### src/rtl/mul16_pkg.sv
`default_nettype none
// ============================================================================
//  Module      : mul16_pkg
//  Description : Shared constants for the shift-and-add 16x16 multiplier.
//  Revision    : 1.0  initial release
// ============================================================================
package mul16_pkg;

    localparam int MUL_WIDTH = 16;
    localparam int COUNT_W   = 5;

    localparam logic [COUNT_W-1:0] LAST_ITER = 5'd15;

    localparam logic [1:0] IDLE = 2'b00;
    localparam logic [1:0] RUN  = 2'b01;
    localparam logic [1:0] DONE = 2'b10;

endpackage : mul16_pkg
`default_nettype wire

### src/rtl/shift_add_mul16_adder16.sv
`default_nettype none
// ============================================================================
//  Module      : shift_add_mul16_adder16
//  Description : 16-bit ripple-carry adder (Adder16), time-shared by the
//                multiplier controller.
//  Revision    : 1.0  initial release
// ============================================================================
module shift_add_mul16_adder16
    import mul16_pkg::*;
(
    input  logic [MUL_WIDTH-1:0] InputA,
    input  logic [MUL_WIDTH-1:0] InputB,
    input  logic                 CarryIn,
    output logic [MUL_WIDTH-1:0] Sum,
    output logic                 CarryOut
);

    logic [MUL_WIDTH:0] w_carry;

    assign w_carry[0] = CarryIn;

    genvar gi;
    generate
        for (gi = 0; gi < MUL_WIDTH; gi++) begin : g_ripple
            logic w_half;
            assign w_half          = InputA[gi] ^ InputB[gi];
            assign Sum[gi]         = w_half ^ w_carry[gi];
            assign w_carry[gi + 1] = (InputA[gi] & InputB[gi]) | (w_carry[gi] & w_half);
        end
    endgenerate

    assign CarryOut = w_carry[MUL_WIDTH];

endmodule : shift_add_mul16_adder16
`default_nettype wire

### src/rtl/shift_add_mul16.sv
`default_nettype none
// ============================================================================
//  Module      : shift_add_mul16
//  Description : Sequential 16x16 unsigned shift-and-add multiplier over one
//                shared Adder16. Optional macro MUL_ZERO_BYPASS_EN skips the
//                iterations when either operand is zero.
//  Revision    : 1.0  initial release
// ============================================================================
module shift_add_mul16
    import mul16_pkg::*;
#(
    parameter int WIDTH = 16
)(
    input  logic               Clk,
    input  logic               ResetN,
    input  logic               InValid,
    output logic               InReady,
    input  logic [WIDTH-1:0]   InputA,
    input  logic [WIDTH-1:0]   InputB,
    output logic               OutValid,
    input  logic               OutReady,
    output logic [2*WIDTH-1:0] Product,
    output logic               Busy
);

    logic [1:0]             r_state;
    logic [1:0]             w_nextState;
    logic [MUL_WIDTH-1:0]   r_mcand;
    logic [2*MUL_WIDTH-1:0] r_acc;
    logic [COUNT_W-1:0]     r_count;

    logic                   w_accept;
    logic                   w_zeroOp;
    logic [MUL_WIDTH-1:0]   w_addend;
    logic [MUL_WIDTH-1:0]   w_sum;
    logic                   w_carryOut;

    assign w_accept = InValid && InReady;

`ifdef MUL_ZERO_BYPASS_EN
    assign w_zeroOp = (InputA == '0) || (InputB == '0);
`else
    assign w_zeroOp = 1'b0;
`endif

    // Add the multiplicand only when the current multiplier LSB is set.
    assign w_addend = r_acc[0] ? r_mcand : '0;

    shift_add_mul16_adder16 u_adder16 (
        .InputA   (r_acc[2*MUL_WIDTH-1:MUL_WIDTH]),
        .InputB   (w_addend),
        .CarryIn  (1'b0),
        .Sum      (w_sum),
        .CarryOut (w_carryOut)
    );

    // State register
    always_ff @(posedge Clk) begin
        if (!ResetN) begin
            r_state <= IDLE;
        end else begin
            r_state <= w_nextState;
        end
    end

    // Next-state logic
    always_comb begin
        w_nextState = r_state;
        case (r_state)
            IDLE: begin
                if (w_accept) begin
                    w_nextState = w_zeroOp ? DONE : RUN;
                end
            end
            RUN: begin
                if (r_count == LAST_ITER) begin
                    w_nextState = DONE;
                end
            end
            DONE: begin
                if (OutReady) begin
                    w_nextState = IDLE;
                end
            end
            default: w_nextState = IDLE;
        endcase
    end

    // Output decode
    always_comb begin
        InReady  = 1'b0;
        OutValid = 1'b0;
        Busy     = 1'b0;
        case (r_state)
            IDLE:    InReady = 1'b1;
            RUN:     Busy    = 1'b1;
            DONE: begin
                OutValid = 1'b1;
                Busy     = 1'b1;
            end
            default: InReady = 1'b0;
        endcase
    end

    // Datapath: the carry-out lands in Acc[31], so the product never overflows.
    always_ff @(posedge Clk) begin
        if (!ResetN) begin
            r_mcand <= '0;
            r_acc   <= '0;
            r_count <= '0;
        end else begin
            case (r_state)
                IDLE: begin
                    if (w_accept) begin
                        r_mcand <= InputA;
                        r_acc   <= w_zeroOp ? '0 : {{MUL_WIDTH{1'b0}}, InputB};
                        r_count <= '0;
                    end
                end
                RUN: begin
                    r_acc   <= {w_carryOut, w_sum, r_acc[MUL_WIDTH-1:1]};
                    r_count <= r_count + COUNT_W'(1);
                end
                default: begin
                    r_acc <= r_acc;
                end
            endcase
        end
    end

    assign Product = r_acc;

endmodule : shift_add_mul16
`default_nettype wire

### config.mk
export PLATFORM = sky130hd
export DESIGN_NAME = shift_add_mul16
export DESIGN_NICKNAME = d
export VERILOG_FILES = /design/src/rtl/mul16_pkg.sv /design/src/rtl/shift_add_mul16_adder16.sv /design/src/rtl/shift_add_mul16.sv
export SDC_FILE = /design/constraint.sdc
export NUM_CORES = 1
export LEC_CHECK = 0
export ABC_AREA = 1
export ABC_CLOCK_PERIOD_IN_PS = 9900
export CAP_MARGIN = 20
export CORE_MARGIN = 2
export CORE_UTILIZATION = 40
export CTS_CLUSTER_SIZE = 40
export DETAILED_ROUTE_END_ITERATION = 12
export PLACE_DENSITY = 0.72
export REMOVE_ABC_BUFFERS = 1
export SLEW_MARGIN = 10
export SYNTH_ARGS = -nofsm -noshare
export SYNTH_HDL_FRONTEND = slang
export SYNTH_HIERARCHICAL = 1
export SYNTH_SLANG_ARGS = --single-unit
### constraint.sdc
create_clock -name Clk -period 9.9 [get_ports Clk]
set_input_delay 1.98 -clock Clk [delete_from_list [all_inputs] [get_ports Clk]]
set_output_delay 1.98 -clock Clk [all_outputs]
set_load 0.01 [all_outputs]
# After elaboration in Yosys (flattened, before gate mapping)
# Cells that the tools add are included.
word_totals:
  in_bits: 36
  out_inout_bits: 35
  regBits: 55
  elab_cells: 107
op_classes:
  n_eq_ne: 6
  n_addsub: 1
  n_reduce_logical: 7
  n_mux: 12
  n_bitwise: 77
ops:
  columns: ["operator", "count"]
  rows:
  - ["case mux 32 bit (2 select lines)", 1]
  - ["2-to-1 mux 32 bit", 1]
  - ["AND 1 bit", 31]
  - ["bitwise XOR 1 bit", 31]
  - ["2-to-1 mux 16 bit", 1]
  - ["bitwise OR 1 bit", 15]
  - ["case mux 5 bit (2 select lines)", 1]
  - ["2-to-1 mux 2 bit", 3]
  - ["!= test 2 bit, second input constant", 3]
  - ["case mux 2 bit (3 select lines)", 1]
  - ["adder 5 x 1 -> 5 bit, second input constant", 1]
  - ["== test 5 x 4 -> 1 bit, second input constant", 1]
  - ["2-to-1 mux 5 bit", 1]
  - ["AND reduction 2 bit", 2]
  - ["2-to-1 mux 1 bit", 3]
  - ["AND reduction 3 bit", 1]
  - ["== test 2 x 1 -> 1 bit, second input constant", 1]
  - ["== test 2 bit, second input constant", 1]
  - ["zero test 2 bit", 1]
  - ["nonzero test 2 bit", 1]
  - ["OR reduction 2 bit", 1]
  - ["logical AND 1 bit", 1]

# Longest topological paths before layout
# Gate-level depths: netlist (run 1).
depth:
  depth_word: 33
  mapped_depth: 25
  mapped_depth_nobuf: 24

# Hierarchy
# Netlist (run 1), hierarchy kept.
by_module_without_submodules:
  columns: ["module", "cells_per_inst", "instances", "area_per_inst_um2", "seq_area_each_um2"]
  rows:
  - ["shift_add_mul16", 356, 1, 2449.8, 1101.1]
  - ["shift_add_mul16_adder16", 26, 1, 357.8, 0.0]

# Worst setup path after synthesis (run 1)
# No wires, ideal clock.
synth_timing:
  kind: "register to register"
  from: "register r_acc[0] (netlist: Product[0])"
  to: "register r_acc[30] (netlist: Product[30])"
  arrival_time_ps: 6799
  required_time_ps: 9829
  setup_slack_ps: 3030
  setup_ps: 71
  synth_period_minus_slack_ps: 6870
  n_path_buf: 1
  stages_incl_launch_ff: 26
  path_cell_list: "dfxtp_1 -> clkbuf_1 -> nand2_1 -> inv_1 -> fa_1 -> inv_1 -> fa_1 -> inv_1 -> fa_1 -> fa_1 -> fa_1 -> fa_1 -> fa_1 -> fa_1 -> fa_1 -> fa_1 -> fa_1 -> fa_1 -> fa_1 -> fa_1 -> fa_1 -> inv_1 -> fa_1 -> inv_1 -> nand2_1 -> a21oi_1"
synth_via:
  elab_chain_cells: 32
  word_cells_on_any_way: 61
  cone_classes: "mux (2); bitwise (59)"
synth_rtl:
  columns: ["element", "line_no", "text"]
  rows:
  - ["start: declaration", "shift_add_mul16.sv:29", "logic [2*MUL_WIDTH-1:0] r_acc;"]
  - ["start signal: assignment", "shift_add_mul16.sv:116", "r_acc <= w_zeroOp ? '0 : {{MUL_WIDTH{1'b0}}, InputB};"]
  - ["start signal: assignment", "shift_add_mul16.sv:121", "r_acc <= {w_carryOut, w_sum, r_acc[MUL_WIDTH-1:1]};"]
  - ["start signal: assignment", "shift_add_mul16.sv:125", "r_acc <= r_acc;"]
  - ["2-to-1 mux 16 bit", "shift_add_mul16.sv:47", "assign w_addend = r_acc[0] ? r_mcand : '0;"]
  - ["named net w_addend[0]", "shift_add_mul16.sv:34", "logic [MUL_WIDTH-1:0] w_addend;"]
  - ["AND 1 bit (2 in series)", "shift_add_mul16_adder16.sv:28", "assign w_carry[gi + 1] = (InputA[gi] & InputB[gi]) | (w_carry[gi] & w_half);"]
  - ["bitwise OR 1 bit", "shift_add_mul16_adder16.sv:28", null]
  - ["AND 1 bit", "shift_add_mul16_adder16.sv:28", null]
  - ["bitwise OR 1 bit", "shift_add_mul16_adder16.sv:28", null]
  - ["AND 1 bit", "shift_add_mul16_adder16.sv:28", null]
  - ["bitwise OR 1 bit", "shift_add_mul16_adder16.sv:28", null]
  - ["[17 not listed]", null, null]
  - ["bitwise OR 1 bit", "shift_add_mul16_adder16.sv:28", null]
  - ["AND 1 bit", "shift_add_mul16_adder16.sv:28", null]
  - ["bitwise OR 1 bit", "shift_add_mul16_adder16.sv:28", null]
  - ["AND 1 bit", "shift_add_mul16_adder16.sv:28", null]
  - ["bitwise OR 1 bit", "shift_add_mul16_adder16.sv:28", null]
  - ["bitwise XOR 1 bit", "shift_add_mul16_adder16.sv:27", "assign Sum[gi] = w_half ^ w_carry[gi];"]
  - ["named net w_sum[15]", "shift_add_mul16.sv:35", "logic [MUL_WIDTH-1:0] w_sum;"]
  - ["case mux 32 bit (2 select lines)", "shift_add_mul16.sv:112", "case (r_state)"]
# The timed path passes the listed nets, and every way through them passes these cells.
# A chain may end at the register's enable or synchronous reset.

# Final worst setup path (run 1)
# Ends and elaborated chain as after synthesis.

==> impl_metrics.toml, run 1 <==
[run_status]
status = "complete, no violations"

[setup_path]
cp_max_fo = 18
reg2reg_slack_ns = 2.69
path_delay_family = "adder cells"
critPathBufInv = 5
cp_cell_sequence = "nand2_1 > inv_1 > fa_1 > inv_1 > fa_1 > inv_1 > fa_1 > fa_1 > fa_1 > fa_1 > fa_1 > fa_1 > fa_1 > fa_1 > fa_1 > fa_1 > fa_1 > fa_1 > fa_1 > inv_1 > fa_1 > inv_1 > nand2_1 > a21oi_1"
arrival_ns = 7.45
reg2reg_to = "Product[30]"
critical_path_required_ns = 10.14
critPathMostFrequentCell = "fa_1"
path_class = "reg2reg"
cp-start-kind = "register"
worst_setup_path_end_kind = "register"
timing.rr.start = "Product[0]"
reg2reg_depth = 24
slowest_delay_ns = 0.52
critical_path.slowest_cell = "dfxtp_1"

[die]
dieWidth_um = 87.78
rows = 30
die_h_um = 87.78
initial_core_util_pct = 41.33
ioPinCount = 71
die_area_um2 = 7705
coreArea_um2 = 6794

[clock_network]
cts.path.max_buffers = 2
cts-root-buf = "clkbuf_8"
cts_tree = "yes"
ctsResizeCount = 0
cts_buffers = 5
clk_latency_ns = 0.31
clock-sinks = 55
cts_setup_buffers = 0
clk_pin_slew_ns = 0.10
ctsHoldBuffers = 0
htree_levels = 2

[cells_and_area]
nets = 498
utilization_pct = 53.28
drive_gt1_share_pct = 4.751
diodes = 0
area_delta_synth_final_pct = 28.92

[job]
cap_violations = 0

[hold_path]
hold_path_class = "reg2reg"
holdPathStages = 2
hold_path_startpoint = "r_count[4]"
min_to = "r_count[4]"

[synthesis]
netlist_area_um2 = 2808
synth-simple-area-share_pct = 26.47
synth_top_area_share_pct = 39.22
synth_area_leaders = "dfxtp_1 (39%), nand2_1 (15%), fa_1 (11%), nor2_1 (9.4%), o21ai_0 (5.7%)"
synth_warnings = 6
yosysSeqAreaShare_pct = 39.22
synth_compound_area_share_pct = 10.56
synth_top_family_by_area = "simple AND/OR/NAND/NOR gates"
synth_cell_type_count = 23
synth_top_cell_by_area = "dfxtp_1"
synth_most_common_cell = "nand2_1"
synth-xor-area-share_pct = 0
synth_seq_cells = 55
syn_area_per_cell_um2 = 7.350
yosys-mux-area-fraction_pct = 0
synth_common_cells = "nand2_1 (114), nor2_1 (70), dfxtp_1 (55), inv_1 (36), o21ai_0 (32)"
synth-async-reset-ratio_pct = 0
synth_edf_count = 0
syn_inst = 382
ys.flop_type = "dfxtp_1"
post_synth_fa_ha_maj_area_fraction_pct = 13.64

[global_routing]
track_usage_pct = 17.64
grt.overflow.total = 0
grt_first_pass_wirelength_um = 10720
antenna_found_initial = 0
grt_pass1_vias = 2384
grt_max_degree = 36

[sta]
period_minus_slack_ns = 7.211
finalMaxSlewViolations = 0
finalHoldViolCount = 0
slew_headroom_pct = 50.36
setup_viol = 0
final.setup.tns_ns = 0
fin_crit_sh_pct = 72.84
fmax_mhz = 138.7
worst_slew_pin_slew_ns = 0.7437
rsz0062_at_grt = "no"
clock_skew_ns = 0.008044

[placement]
gp_congestion = 0.7858
portBuffers = 70
hpwl_um = 4403

[power]
swShare_pct = 35.83
p_switching_uw = 244.6
comb_power_share_pct = 35.0
p_int_uw = 438.1
power.leakage_nw = 1.650
clkPwrFrac_pct = 22.9
peakVddDrop_mv = 0.1071
power_frac_seq_pct = 42.1
power_density_nw_per_um2 = 188.6

[drt]
ant_nets = 0
drt_iter0_markers = 133
wl_um = 6350
vias = 2456
viasPerCell = 4.565
routedWlPerCell_um = 11.80
drtPass1Iterations = 4
drc = 0
==> worst reg2reg max path: cells and delay by family (launching register included) <==
kind                     cells  cell delay (ns)
adder cells (fa/ha/maj)     16             5.96
buffers and inverters        5             0.32
AO/OA/AOI/OAI                1             0.15
flip-flops                   1             0.52
AND/OR/NAND/NOR              2             0.20
==> cells in the final DEF (no fill, tap or decap), types with 2 or more instances in the layout <==
| master | instances |
|---|---|
| a21oi_1 | 17 |
| ha_1 | 5 |
| inv_2 | 3 |
| a21oi_2 | 4 |
| clkdlybuf4s50_1 | 70 |
| nand2_1 | 114 |
| nand2_2 | 2 |
| fa_1 | 16 |
| nand3_1 | 3 |
| clkbuf_8 | 6 |
| o21ai_0 | 32 |
| nor2_1 | 70 |
| dfxtp_1 | 55 |
| nor2_2 | 2 |
| inv_1 | 36 |
==> logic make-up (layout without fill, tap and decap cells) <==
group,Yosys count,count (layout)
AND/OR/NAND/NOR,193,193
AO/OA/AOI/OAI,54,54
other,1,1
flip-flops,55,55
buffers and inverters,58,118
adder cells (fa/ha/maj),21,21
==> worst max-delay path by stage <==
stage                    start          end  slack, ns  depth (start not counted)
detailed placement  Product[0]  Product[30]       2.72                         24
floorplan           Product[0]  Product[30]       3.00                         24
finish              Product[0]  Product[30]       2.69                         24
global placement    Product[0]  Product[30]       2.83                         24
global route        Product[0]  Product[30]       2.35                         24
CTS                 Product[0]  Product[30]       2.68                         24
==> metal layers <==
metal	wire, um	GRT usage, %	up-vias
met3	210	2.639	8
met2	3178	30.23	52
met1	2850	22.27	1128
li1	-	-	1268
met4	110	7.133	0
met5	0	0	-
==> state kept, by name, indices dropped and copies added (netlist names) <==
name,flops
Product,32
r_mcand,16
r_count,5
r_state,2
==> power by group through the flow <==
stage | Clock (mW) | Sequential, mW | Combinational [mW]
floorplan | 0 | 0.295 | 0.128
global placement | 0 | 0.291 | 0.237
detailed placement | 0 | 0.292 | 0.240
CTS | 0.159 | 0.287 | 0.241
global route | 0.168 | 0.293 | 0.269
finish | 0.156 | 0.288 | 0.239
==> cell type report <==
cell class	count	area (um^2)
Clock inverter	2	35.03
Timing Repair Buffer	71	708.2
Sequential cell	55	1101
Clock buffer	6	82.58
Fill cell	654	3174
Multi-Input combinational cell	269	1426
Inverter	39	146.4
Tap cell	96	120.1
==> through the flow <==
stage / hold slack (ns) / setup WS, ns / power, mW / cells / instance area, um^2
final: 0.4739 / 2.689 / 0.6827 / 538 / 3620
after CTS: 0.4774 / 2.684 / 0.6878 / 538 / 3620
after global routing: 0.5006 / 2.349 / 0.7301 / 538 / 3620
after detailed placement: 0.4623 / 2.723 / 0.5319 / 530 / 3502
after floorplan: 0.4409 / 3.001 / 0.4226 / 363 / 2674
after global placement: 0.4497 / 2.834 / 0.5282 / 530 / 3502
Note: power is estimated with default switching activity, not from simulation.
==> run 2: changes to the inputs <==
ABC_CLOCK_PERIOD_IN_PS = 6600   (was 9900)
PLACE_DENSITY = 0.75   (was 0.72)
clock period = 6.6 ns   (was 9.9 ns; I/O delays follow)
==> run 2 against run 1 <==
Against the previous run: flip-flop and latch count unchanged; utilization increased by 0.76 points; total power grew 52%; largest power group unchanged; clock power rose by 54%; sequential share of layout area decreased by 0.43 points; sequential power up 47%; routed wire length rose by 5.6%; hold slack lost 0.00069 ns; register-to-register slack worse by 2.5 ns; maximum frequency increased by 13%; final area is 1.4% higher; largest cell class unchanged; die area unchanged.
==> impl_metrics.toml, run 2 (synthesis results as in run 1) <==
[power]
peakVddDrop_mv = 0.1677
total_power_mw = 1.038
power_density_nw_per_um2 = 282.6
power.leakage_nw = 1.630

[global_routing]
grt_first_pass_wirelength_um = 10870
grt.overflow.total = 0
grt_max_degree = 36
grt_pass1_vias = 2335
use_met3_pct = 3.110
grt_busiest_layer = "met2"
gr-usage-met2_pct = 31.61
globalRouteMet1Util_pct = 21.95
antenna_found_initial = 0
track_usage_pct = 17.85

[run_status]
status = "complete, no violations"

[cells_and_area]
drive_gt1_share_pct = 8.333
layout_common_cells = "nand2_1 (114), nor2_1 (70), clkdlybuf4s50_1 (70)"
nets = 500
largest_reg_flops = 32
diodes = 0
final_common_cell = "nand2_1"
area_delta_synth_final_pct = 30.75
utilization_pct = 54.03

[sta]
period_minus_slack_ns = 6.374
setup_viol = 0
slew_headroom_pct = 50.21
final.setup.tns_ns = 0
rsz0062_at_grt = "no"
finalMaxSlewViolations = 0
clock_skew_ns = 0.006329
worst_slew_pin_slew_ns = 0.7468
finalHoldViolCount = 0
hold_ws_ns = 0.4732
fmax_mhz = 156.9
fin_crit_sh_pct = 96.58

[die]
rows = 30
die_h_um = 87.78
initial_core_util_pct = 41.33
ioPinCount = 71
coreArea_um2 = 6794
dieWidth_um = 87.78
die_area_um2 = 7705

[drt]
wl_um = 6703
drc = 0
vias = 2484
routedWlPerCell_um = 12.41
drtPass1Iterations = 4
ant_nets = 0
drt_iter0_markers = 172
viasPerCell = 4.600

[placement]
hpwl_um = 4550
portBuffers = 70
gp_congestion = 0.8328

[setup_path]
cp_max_fo = 2
cp-start-kind = "register"
critical_path_required_ns = 6.84
path_class = "reg2reg"
worst_setup_path_end_kind = "register"
arrival_ns = 6.62

[clock_network]
ctsHoldBuffers = 0
cts.path.max_buffers = 2
clk_pin_slew_ns = 0.10
cts_buffers = 5
cts_tree = "yes"
clk_latency_ns = 0.31
cts-root-buf = "clkbuf_8"
clock-sinks = 55
htree_levels = 2

[job]
cap_violations = 0

[hold_path]
hold_path_class = "reg2reg"
-- run 2: cell count changes in the layout (fill, tap and decap cells not counted), sizes merged --
cell / before / now
buf: 1 / 3
clkinv: 1 / 0
inv: 39 / 40
-- run 2: worst max-delay path: stages (launching register included) --
cell and delay, ns:
dfxtp_1 0.32, nand2_1 0.06, inv_1 0.05, fa_2 0.35
inv_2 0.07, fa_1 0.16, inv_1 0.05, fa_2 0.33
fa_2 0.35, fa_2 0.36, fa_2 0.36, fa_2 0.35
fa_2 0.34, fa_2 0.34, fa_2 0.34, fa_2 0.34
fa_2 0.34, fa_2 0.34, fa_2 0.34, fa_1 0.36
inv_1 0.08, fa_1 0.41, inv_1 0.06, nand2_1 0.05
a21oi_1 0.14
-- run 2: per-layer routing --
layer | part of all wire [%] | up-vias
met2 | 52 | 65
li1 | - | 1279
met5 | 0 | -
met4 | 1.7 | 0
met1 | 42 | 1131
met3 | 4.3 | 9
-- run 2: final timing paths --
path / startpoint / to / slack (ns) / depth (start not counted)
worst max-delay path: Product[0] / Product[30] / 0.23 / 24
worst min-delay path: r_count[4] / r_count[4] / 0.47 / 2
worst max register to register: Product[0] / Product[30] / 0.23 / 24
worst min register to register: r_count[4] / r_count[4] / 0.47 / 2
-- run 2: power breakdown --
| part | internal, mW | switching [mW] |
|---|---|---|
| clock | 0.125 | 0.115 |
| combinational | 0.151 | 0.224 |
| sequential | 0.387 | 0.0361 |
| total | 0.663 | 0.375 |
-- run 2: area by class of cell --
class,count,area [um^2]
clock buffer,6,82.58
clock inverter,2,38.79
fill,657,3123
inverter,39,146.4
multi-input combinational,269,1459
sequential,55,1101
tap,96,120.1
timing repair buffer,73,723.2
-- run 2: stage by stage --
| step | setup WS (ns) | std cells | instance area [um^2] |
|---|---|---|---|
| 5_1_grt | 0.02834 | 540 | 3671 |
| 3_5_place_dp | -0.3229 | 532 | 3517 |
| 4_1_cts | 0.02048 | 540 | 3661 |
| 3_3_place_gp | -0.1835 | 532 | 3517 |
| 6_report | 0.2260 | 540 | 3671 |
| 2_1_floorplan | -0.2986 | 363 | 2674 |
-- run 2: what timing repair did --
item | 4_1_cts | 5_1_grt
buffers inserted | 0 | 0
pin swaps | 0 | 1
hold endpoints to repair | 0 | 0
setup endpoints to repair | 3 | 1
resized for setup | 9 | 5
==> run 3: changes to the inputs <==
ABC_AREA = not set   (was 1)
PLACE_DENSITY = 0.7   (was 0.75)
==> run 3 against run 2 <==
Against the previous run: critical path depth shrank 1; global-route usage shrank 1.8 points; clock power shrank 22%; maximum frequency shrank 1.7%; largest power group unchanged.
==> impl_metrics.toml, run 3 <==
[die]
coreArea_um2 = 6832
dieWidth_um = 88.17
rows = 30
initial_core_util_pct = 41.48
die_h_um = 88.17
ioPinCount = 71
die_area_um2 = 7774

[placement]
gp_congestion = 0.7355
hpwl_um = 3997
portBuffers = 70

[drt]
drt-met1-wl_um = 2879
vias = 2192
dr_wl_met3_um = 215
top_layer_used = "met4"
viasPerCell = 4.893
drtPass1Iterations = 4
wl_um = 6041
ant_nets = 0
drc = 0
drt_iter0_markers = 86
routedWlPerCell_um = 13.48
dr_wl_met2_um = 2879

[cells_and_area]
largest_reg_flops = 32
fillers = 654
ff_latch_area_um2 = 1101
area_delta_synth_final_pct = 29.76
layout_common_cells = "clkdlybuf4s50_1 (70), dfxtp_1 (55), nand2_1 (35)"
nets = 408
diodes = 0
final_common_cell = "clkdlybuf4s50_1"
drive_gt1_share_pct = 12.50
utilization_pct = 53.83
multi_input_area_um2 = 1560

[sta]
finalHoldViolCount = 0
setup_viol = 0
clock_skew_ns = 0.009931
hold_ws_ns = 0.4557
fmax_mhz = 154.3
slew_headroom_pct = 31.82
worst_slew_pin_slew_ns = 1.023
period_minus_slack_ns = 6.481
finalMaxSlewViolations = 0
fin_crit_sh_pct = 98.20
rsz0062_at_grt = "yes"

[setup_path]
path_class = "reg2reg"
arrival_ns = 6.72
cp-start-kind = "register"
cp_max_fo = 2
critical_path_required_ns = 6.84
worst_setup_path_end_kind = "register"

[power]
p_int_uw = 503.7
power_density_nw_per_um2 = 193.4
total_power_uw = 711.0
clkPwrFrac_pct = 26.3
p_switching_uw = 207.3
comb_power_share_pct = 22.5
peakVddDrop_mv = 0.08994
power_frac_seq_pct = 51.2
power.leakage_nw = 1.373
swShare_pct = 29.15

[synthesis]
synth_top_cell_by_area = "dfxtp_1"
synth_area_leaders = "dfxtp_1 (39%), fa_1 (11%), a211oi_2 (7.1%), mux2i_1 (6.0%), a32oi_1 (5.6%)"
synth_warnings = 6
synth_edf_count = 0
synth_seq_cells = 55
syn_inst = 293
synth_common_cells = "dfxtp_1 (55), nand2_1 (35), nor2_1 (34)"
syn_area_per_cell_um2 = 9.672
synth_top_area_share_pct = 38.85
ys.flop_type = "dfxtp_1"
yosysSeqAreaShare_pct = 38.85
synth-async-reset-ratio_pct = 0
synth_most_common_cell = "dfxtp_1"
synth_cell_type_count = 32
netlist_area_um2 = 2834

[clock_network]
cts_setup_buffers = 0
clk_pin_slew_ns = 0.10
htree_levels = 2
clk_latency_ns = 0.31
clock-sinks = 55
cts-root-buf = "clkbuf_8"
ctsHoldBuffers = 0
cts_tree = "yes"
cts.path.max_buffers = 2
cts_buffers = 5

[run_status]
status = "complete, no violations"

[global_routing]
grt_max_degree = 55
grt_first_pass_wirelength_um = 9777
track_usage_pct = 16.06
grt.overflow.total = 0
grt_pass1_vias = 2060
antenna_found_initial = 0

[job]
cap_violations = 0

[hold_path]
hold_path_class = "reg2reg"
## run 3: cell count changes after synthesis, sizes merged, moves of 4 or more
cell,delta
a211oi,+16
a21oi,-4
a32oi,+18
and2,+18
buf,+9
clkbuf,-5
inv,-21
mux2i,+17
nand2,-81
nor2,-38
o21ai,-32
## run 3: power by group through the flow
stage	Clock (mW)	Combinational, mW	Sequential [mW]
finish	0.187	0.160	0.364
floorplan	0	0.0830	0.377
global route	0.208	0.174	0.367
global placement	0	0.158	0.371
CTS	0.192	0.161	0.364
detailed placement	0	0.160	0.372
## run 3: metal layers
metal | global-route usage, % | up-vias
met3 | 3.110 | 6
li1 | - | 1109
met5 | 0 | -
met4 | 4.132 | 0
met2 | 25.29 | 41
met1 | 22.74 | 1036
## run 3: critical path, stage by stage, from the launching register on
cell and delay (ns):
dfxtp_1 0.32, and2_1 0.17, fa_1 0.38, inv_1 0.08
fa_1 0.16, inv_1 0.05, fa_2 0.35, fa_2 0.35
fa_2 0.35, fa_2 0.35, fa_2 0.35, fa_2 0.35
fa_2 0.35, fa_2 0.35, fa_2 0.35, fa_2 0.35
fa_2 0.35, fa_2 0.35, fa_2 0.33, inv_1 0.07
fa_1 0.40, inv_1 0.06, a32oi_1 0.08, nor2_1 0.13
## run 3: metrics by stage
step	TNS, ns	area, um^2	instances	setup slack (ns)
after floorplan	-0.4854	2694	270	-0.3316
after global placement	-0.4229	3540	439	-0.2898
after detailed placement	-0.7787	3540	439	-0.4219
after CTS	0	3652	447	0.03529
after global routing	-0.08927	3677	448	-0.08927
final	0	3677	448	0.1187
## run 3: final timing paths
path | start | end | slack [ns] | cells past startpoint
worst max-delay path | Product[0] | Product[30] | 0.12 | 23
worst min-delay path | r_mcand[13] | r_mcand[13] | 0.46 | 2
worst max register to register | Product[0] | Product[30] | 0.12 | 23
worst min register to register | r_mcand[13] | r_mcand[13] | 0.46 | 2
## run 3: what timing repair did
action,in CTS,in global routing
endpoints found under the hold margin,0,0
resized for setup,11,2
pin swaps,1,1
setup endpoints to repair,3,1
## run 3: final cells by class
cell class | instances | share of cell area [%]
sequential | 55 | 29.94
timing repair buffer | 74 | 20.21
tap | 96 | 3.266
clock buffer | 6 | 1.973
clock inverter | 2 | 0.3403
multi-input combinational | 197 | 42.43
inverter | 18 | 1.837
## run 3: kinds of logic (layout without fill, tap and decap cells)
logic type	count (synthesis)	after routing	share of synthesized area, %
flip-flops	55	55	38.85
other	1	1	0.1323
buffers and inverters	41	100	7.329
AND/OR/NAND/NOR	98	98	15.85
adder cells (fa/ha/maj)	21	21	13.51
AO/OA/AOI/OAI	59	59	17.79
multiplexers	18	18	6.534
